## src/rtl/lut_logic_pkg.sv

```systemverilog
// lut_logic_pkg
//   Shared types and helpers for the LUT logic unit.
//   - load_state_e : serial table loader states
//   - TOTAL_BITS   : total truth-table bits for n_ch functions of n_in inputs
//   - MAX_N_IN / MAX_N_CH : legal upper bounds of the unit's parameters
package lut_logic_pkg;

  typedef enum logic {
    IDLE = 1'b0,
    LOAD = 1'b1
  } load_state_e;

  localparam int MAX_N_IN = 6;
  localparam int MAX_N_CH = 8;

  function automatic int TOTAL_BITS(input int n_in, input int n_ch);
    return n_ch * (1 << n_in);
  endfunction

endpackage

```

## src/rtl/lut_cfg_loader.sv

```systemverilog
// lut_cfg_loader
//   Serial truth-table loader. Bits are shifted into a shadow store in flat
//   order (channel 0 minterm 0 first); on the last bit the complete table,
//   including that bit, is presented on commit_tbl together with a commit
//   strobe so the owner of the active table can copy it on the same edge.
//
//   state | meaning
//   ------+---------------------------------------------------------------
//   IDLE  | no load in progress; cfg_valid ignored
//   LOAD  | accepting cfg_bit on cfg_valid; cfg_start restarts at index 0
//
// Ports
//   clk, rst_n     : clock, asynchronous active-low reset
//   cfg_start      : begin or restart a load (wins over cfg_valid)
//   cfg_valid      : cfg_bit valid this cycle
//   cfg_bit        : serial table bit
//   commit         : combinational strobe, last bit being written this cycle
//   commit_tbl     : shadow table with the current bit merged in
//   cfg_done       : registered one-cycle pulse after a commit
module lut_cfg_loader
  import lut_logic_pkg::*;
#(
  parameter int N_IN = 4,
  parameter int N_CH = 2
) (
  input  logic                       clk,
  input  logic                       rst_n,
  input  logic                       cfg_start,
  input  logic                       cfg_valid,
  input  logic                       cfg_bit,
  output logic                       commit,
  output logic [N_CH*(2**N_IN)-1:0]  commit_tbl,
  output logic                       cfg_done
);

  localparam int TOTAL = TOTAL_BITS(N_IN, N_CH);
  localparam int CNT_W = $clog2(TOTAL);
  localparam logic [CNT_W-1:0] LAST_IDX = CNT_W'(TOTAL - 1);

  load_state_e      state;
  logic [CNT_W-1:0] cnt;
  logic [TOTAL-1:0] shadow;
  logic             bit_wr;

  assign bit_wr = (state == LOAD) && cfg_valid && !cfg_start;
  assign commit = bit_wr && (cnt == LAST_IDX);

  // The final bit is not yet in the shadow register when the commit edge
  // arrives, so merge it here.
  always_comb begin
    commit_tbl      = shadow;
    commit_tbl[cnt] = cfg_bit;
  end

  always_ff @(posedge clk or negedge rst_n) begin
    if (!rst_n) begin
      state    <= IDLE;
      cnt      <= '0;
      shadow   <= '0;
      cfg_done <= 1'b0;
    end else begin
      cfg_done <= commit;
      if (cfg_start) begin
        state <= LOAD;
        cnt   <= '0;
      end else if (bit_wr) begin
        shadow[cnt] <= cfg_bit;
        if (cnt == LAST_IDX) state <= IDLE;
        else                 cnt   <= cnt + 1'b1;
      end
    end
  end

endmodule

```

## src/rtl/lut_logic_unit.sv

```systemverilog
// lut_logic_unit
//   N_CH independent N_IN-input Boolean functions held as runtime-loadable
//   truth tables. Tables load serially through lut_cfg_loader and are
//   committed atomically into the active table. Operands are evaluated
//   through a one-stage registered pipeline with valid/ready handshakes.
//
// Ports
//   clk, rst_n           : clock, asynchronous active-low reset
//   cfg_start/valid/bit  : serial table load interface
//   cfg_done             : one-cycle pulse after a table commit
//   tbl_valid            : a committed table exists
//   in_valid/in_ready    : operand handshake; in_x is the minterm index
//   out_valid/out_ready  : result handshake; out_f[c] = channel c result
//   stats_clr, ones_cnt  : only with LUT_LOGIC_STATS_EN defined; per-channel
//                          16-bit saturating counts of 1 results delivered
module lut_logic_unit
  import lut_logic_pkg::*;
#(
  parameter int N_IN = 4,
  parameter int N_CH = 2
) (
  input  logic              clk,
  input  logic              rst_n,
  input  logic              cfg_start,
  input  logic              cfg_valid,
  input  logic              cfg_bit,
  output logic              cfg_done,
  output logic              tbl_valid,
  input  logic              in_valid,
  output logic              in_ready,
  input  logic [N_IN-1:0]   in_x,
  output logic              out_valid,
  input  logic              out_ready,
  output logic [N_CH-1:0]   out_f
`ifdef LUT_LOGIC_STATS_EN
  ,
  input  logic              stats_clr,
  output logic [N_CH*16-1:0] ones_cnt
`endif
);

  localparam int DEPTH = 2**N_IN;
  localparam int TOTAL = TOTAL_BITS(N_IN, N_CH);

  if (N_IN < 1 || N_IN > MAX_N_IN) begin : g_bad_n_in
    $error("lut_logic_unit: N_IN out of range 1..6");
  end
  if (N_CH < 1 || N_CH > MAX_N_CH) begin : g_bad_n_ch
    $error("lut_logic_unit: N_CH out of range 1..8");
  end

  logic                       commit;
  logic [TOTAL-1:0]           commit_tbl;
  logic [N_CH-1:0][DEPTH-1:0] active_tbl;
  logic [N_CH-1:0]            lut_out;
  logic                       accept;

  lut_cfg_loader #(
    .N_IN (N_IN),
    .N_CH (N_CH)
  ) u_loader (
    .clk        (clk),
    .rst_n      (rst_n),
    .cfg_start  (cfg_start),
    .cfg_valid  (cfg_valid),
    .cfg_bit    (cfg_bit),
    .commit     (commit),
    .commit_tbl (commit_tbl),
    .cfg_done   (cfg_done)
  );

  // Flat load order c*DEPTH + m maps directly onto [c][m].
  always_ff @(posedge clk or negedge rst_n) begin
    if (!rst_n) begin
      active_tbl <= '0;
      tbl_valid  <= 1'b0;
    end else if (commit) begin
      active_tbl <= commit_tbl;
      tbl_valid  <= 1'b1;
    end
  end

  assign in_ready = tbl_valid && (!out_valid || out_ready);
  assign accept   = in_valid && in_ready;

  always_comb begin
    lut_out = '0;
    for (int c = 0; c < N_CH; c++) begin
      lut_out[c] = active_tbl[c][in_x];
    end
  end

  always_ff @(posedge clk or negedge rst_n) begin
    if (!rst_n) begin
      out_valid <= 1'b0;
      out_f     <= '0;
    end else if (accept) begin
      out_valid <= 1'b1;
      out_f     <= lut_out;
    end else if (out_ready) begin
      out_valid <= 1'b0;
    end
  end

`ifdef LUT_LOGIC_STATS_EN
  always_ff @(posedge clk or negedge rst_n) begin
    if (!rst_n) begin
      ones_cnt <= '0;
    end else if (stats_clr) begin
      ones_cnt <= '0;
    end else if (out_valid && out_ready) begin
      for (int c = 0; c < N_CH; c++) begin
        if (out_f[c] && (ones_cnt[c*16 +: 16] != 16'hFFFF)) begin
          ones_cnt[c*16 +: 16] <= ones_cnt[c*16 +: 16] + 16'd1;
        end
      end
    end
  end
`endif

endmodule

```

## config.mk

```make
export PLATFORM = sky130hd
export DESIGN_NAME = lut_logic_unit
export DESIGN_NICKNAME = d
export VERILOG_FILES = /design/src/rtl/lut_logic_pkg.sv /design/src/rtl/lut_cfg_loader.sv /design/src/rtl/lut_logic_unit.sv
export SDC_FILE = /design/constraint.sdc
export NUM_CORES = 1
export LEC_CHECK = 0
export ABC_AREA = 1
export CAP_MARGIN = 20
export CORE_ASPECT_RATIO = 1.1
export CORE_MARGIN = 2
export CORE_UTILIZATION = 48
export CTS_CLUSTER_DIAMETER = 30
export CTS_CLUSTER_SIZE = 30
export DETAILED_ROUTE_END_ITERATION = 7
export GPL_TIMING_DRIVEN = 0
export PLACE_DENSITY = 0.66
export SLEW_MARGIN = 20
export SYNTH_ARGS = -nofsm -noshare
export SYNTH_HDL_FRONTEND = slang
export SYNTH_SLANG_ARGS = --single-unit
export TNS_END_PERCENT = 10
```

## constraint.sdc

```tcl
create_clock -name clk -period 2.3 [get_ports clk]
set_clock_uncertainty 0.15 [all_clocks]
set_input_delay 0.46 -clock clk [delete_from_list [all_inputs] [get_ports clk]]
set_output_delay 0.46 -clock clk [all_outputs]
set_load 0.02 [all_outputs]
```

==> out/qor.csv, run 1 <==
metric,value,unit
placedCellCount,625,
worst_pin_slew,691,ps
max_freq,0.464,GHz
p_leak,1.98,nW
synth_compound_area_frac,0.147,
die_x,88.8,µm
cp.arrival,2220,ps
rsz0062_at_grt,true,
power_density,632,nW/µm²
hold_class,flop to flop,
drt-pass1-iter-count,5,
yosys.area_share.xor_xnor,0,
syn_area,3800,µm²
grt_pass1_wl,15300,µm
grt_max_degree,41,
avgSynthCellArea,7.56,µm²
cts_sinks,75,
first_global_vias,3122,
clockBufferDepth,2,
tns,0,ps
drt_iter0_drc,206,
r2r_cells,11,
stdcell_count,640,
vias_per_cell,5.15,
synthMuxAreaShare,0,
synth_area_leaders,"dfrtp_1, nand2_1, o21ai_0, inv_1, o21ai_1",
run_status,completed,
rr_endpoint,active_tbl[29]$_DFFE_PN0P_,
final_area,4290,µm²
syn_nets,518,
critPathLaunchType,flop,
syn_inst,502,
ant_nets,0,
synth-async-reset-ratio,1.00,
whs_path_depth,2,
relSlewSlack,0.539,
synth_edf_count,0,
yosys_warnings,0,
clock_latency,360,ps
cts_buffers,9,
ir_worst_vdd,348,µV
hold_end,out_f[1]$_DFFE_PN0P_,
ys.flop_type,dfrtp_1,
row_count,34,
placed_cell_area,4090,µm²
ys_seq_area_frac,0.494,
die_h,97.3,µm
max-cap-violations,0,
place_congestion,0.793,
cts_setup_buffers,0,
routed_wl,9350,µm
fin_util,0.551,
antenna_found_initial,0,
io_pins,17,
synth_simple_gate_area_frac,0.243,
wire_per_inst,14.6,µm
diodes,0,
route.detailed.drc,0,
overflow,0,
cts_max_level,3,
final_nets,545,
path_class,flop to flop,
yosys.area.top_type,dfrtp_1,
timing.rr.start,u_loader.cnt[0]$_DFFE_PN0P_,
coreArea,7780,µm²
initial_utilization,0.488,
cts_tree,done,
synthAdderAreaFrac,0.0165,
hp-start,out_f[1]$_DFFE_PN0P_,
dieArea,8640,µm²
finalCriticalPeriod,2160,ps
synth_seq_cells,75,
clk_pin_slew,70,ps
yosysUniqueCellTypes,22,
fin_crit_sh,0.938,
final-hold-violation-count,0,
r2r_slack,140,ps
port-buffer-count,14,
dpl.hpwl,6410,µm
drive_gt1_frac,0.0695,
syn_to_final_growth,13.0,%
finalSetupViolCount,0,
crit_path_end_kind,flop,
routed-via-count,3299,
clockRootBuffer,clkbuf_8,
final_max_slew_viol_count,0,
cp_max_fo,10,
synth_top_family_by_area,simple AND/OR/NAND/NOR gates,
track_usage,0.233,
cp.required,2370,ps
synth_top_cell_area_share,0.494,
[layer usage]
| metal | up-vias | part of all wire | track usage |
|---|---|---|---|
| li1 | 1637 | - | - |
| met1 | 1574 | 0.46 | 0.316 |
| met2 | 74 | 0.48 | 0.368 |
| met3 | 14 | 0.043 | 0.0357 |
| met4 | 0 | 0.017 | 0.0967 |
| met5 | - | 0 | 0 |
[synth_stat cells, types with 4 or more instances]
master	instances
a31oi_1	5
dfrtp_1	75
o21ai_1	40
ha_1	5
nor2_1	8
buf_2	6
nand2_1	172
a21boi_0	5
nand3_1	28
inv_1	68
nor3_4	4
clkbuf_1	19
o21ai_0	56
[worst max path at each step]
| stage | end | from | slack (ps) |
|---|---|---|---|
| global placement | u_loader.cnt[3]$_DFFE_PN0P_ | rst_n | -2060 |
| finish | active_tbl[29]$_DFFE_PN0P_ | u_loader.cnt[0]$_DFFE_PN0P_ | 140 |
| CTS | active_tbl[29]$_DFFE_PN0P_ | u_loader.cnt[2]$_DFFE_PN0P_ | 60 |
| floorplan | active_tbl[28]$_DFFE_PN0P_ | u_loader.cnt[3]$_DFFE_PN0P_ | 360 |
| detailed placement | u_loader.shadow[9]$_DFFE_PN0P_ | cfg_start | -160 |
| global route | active_tbl[0]$_DFFE_PN0P_ | u_loader.cnt[0]$_DFFE_PN0P_ | -30 |
[registers in the layout (all words and copies together) (netlist names)]
signal,cells
active_tbl,32
out_f,2
out_valid,1
tbl_valid,1
u_loader.cfg_done,1
u_loader.cnt,5
u_loader.shadow,32
u_loader.state,1
[report_power, final]
part / switching [W] / internal [W] / total, W / leakage (nW)
logic: 0.000215 / 0.000107 / 0.000322 / 0.866
registers: 0.0000322 / 0.00138 / 0.00141 / 1.02
clock network: 0.000466 / 0.000516 / 0.000982 / 0.0950
[critical path, stage by stage (launching register included)]
cell and delay (ps):
dfrtp_1 400, ha_1 190, inv_1 50, nor2_2 160, ha_1 220, inv_1 60, nor2_2 140, inv_1 80
buf_2 170, clkbuf_2 200, nand2_1 100, o21ai_0 80
[final cells by class]
class,count,area [µm²]
fill,774,3490
sequential,75,1880
multi-input combinational,331,1550
inverter,70,265
timing repair buffer,16,166
clock buffer,11,141
tap,108,135
buffer,26,110
clock inverter,3,40.0
[timing repair]
item | in CTS | in global routing
hold buffers | 1 | 0
setup endpoints to repair | 16 | 34
endpoints found under the hold margin | 35 | 0
gates resized for setup | 3 | 3
[cells in the final DEF (no fill, tap or decap), types with 2 or more instances in the layout]
cell | synthesis | routed
a21boi_0 | 5 | 5
a21oi_1 | 2 | 2
a31oi_1 | 5 | 5
buf_2 | 6 | 6
buf_4 | 1 | 2
clkbuf_1 | 19 | 19
clkbuf_8 | 0 | 10
clkdlybuf4s50_1 | 0 | 12
clkinv_2 | 0 | 2
dfrtp_1 | 75 | 74
ha_1 | 5 | 5
inv_1 | 68 | 68
nand2_1 | 172 | 172
nand3_1 | 28 | 28
nor2_1 | 8 | 5
nor2_2 | 1 | 4
nor3_1 | 2 | 2
nor3_4 | 4 | 4
o21ai_0 | 56 | 56
o21ai_1 | 40 | 40
[logic make-up after synthesis]
kind of cell / count (synthesis)
and+or+nand+nor: 218
AOI/OAI and AO/OA: 108
buffers and inverters: 96
DFF: 75
adders and majority gates: 5
[stage by stage]
| step | power [W] | setup WS, ps | hold WS (ps) |
|---|---|---|---|
| final | 0.00271 | 143 | 331 |
| after detailed placement | 0.00175 | -157 | 299 |
| after CTS | 0.00274 | 55.6 | 341 |
| after floorplan | 0.00162 | 355 | 14.4 |
| after global placement | 0.00174 | -2060 | 312 |
| after global routing | 0.00284 | -28.3 | 359 |
(Power assumes the default switching activity.)
==> run 2: changes to the inputs <==
--- a/config.mk
+++ b/config.mk
@@ -13,6 +13,7 @@
 export CTS_CLUSTER_DIAMETER = 30
 export CTS_CLUSTER_SIZE = 30
 export DETAILED_ROUTE_END_ITERATION = 7
+export GPL_ROUTABILITY_DRIVEN = 1
 export GPL_TIMING_DRIVEN = 0
 export PLACE_DENSITY = 0.66
 export SLEW_MARGIN = 20
==> results of run 2 <==
No change in the layout: final DEF, timing and power equal those of run 1.
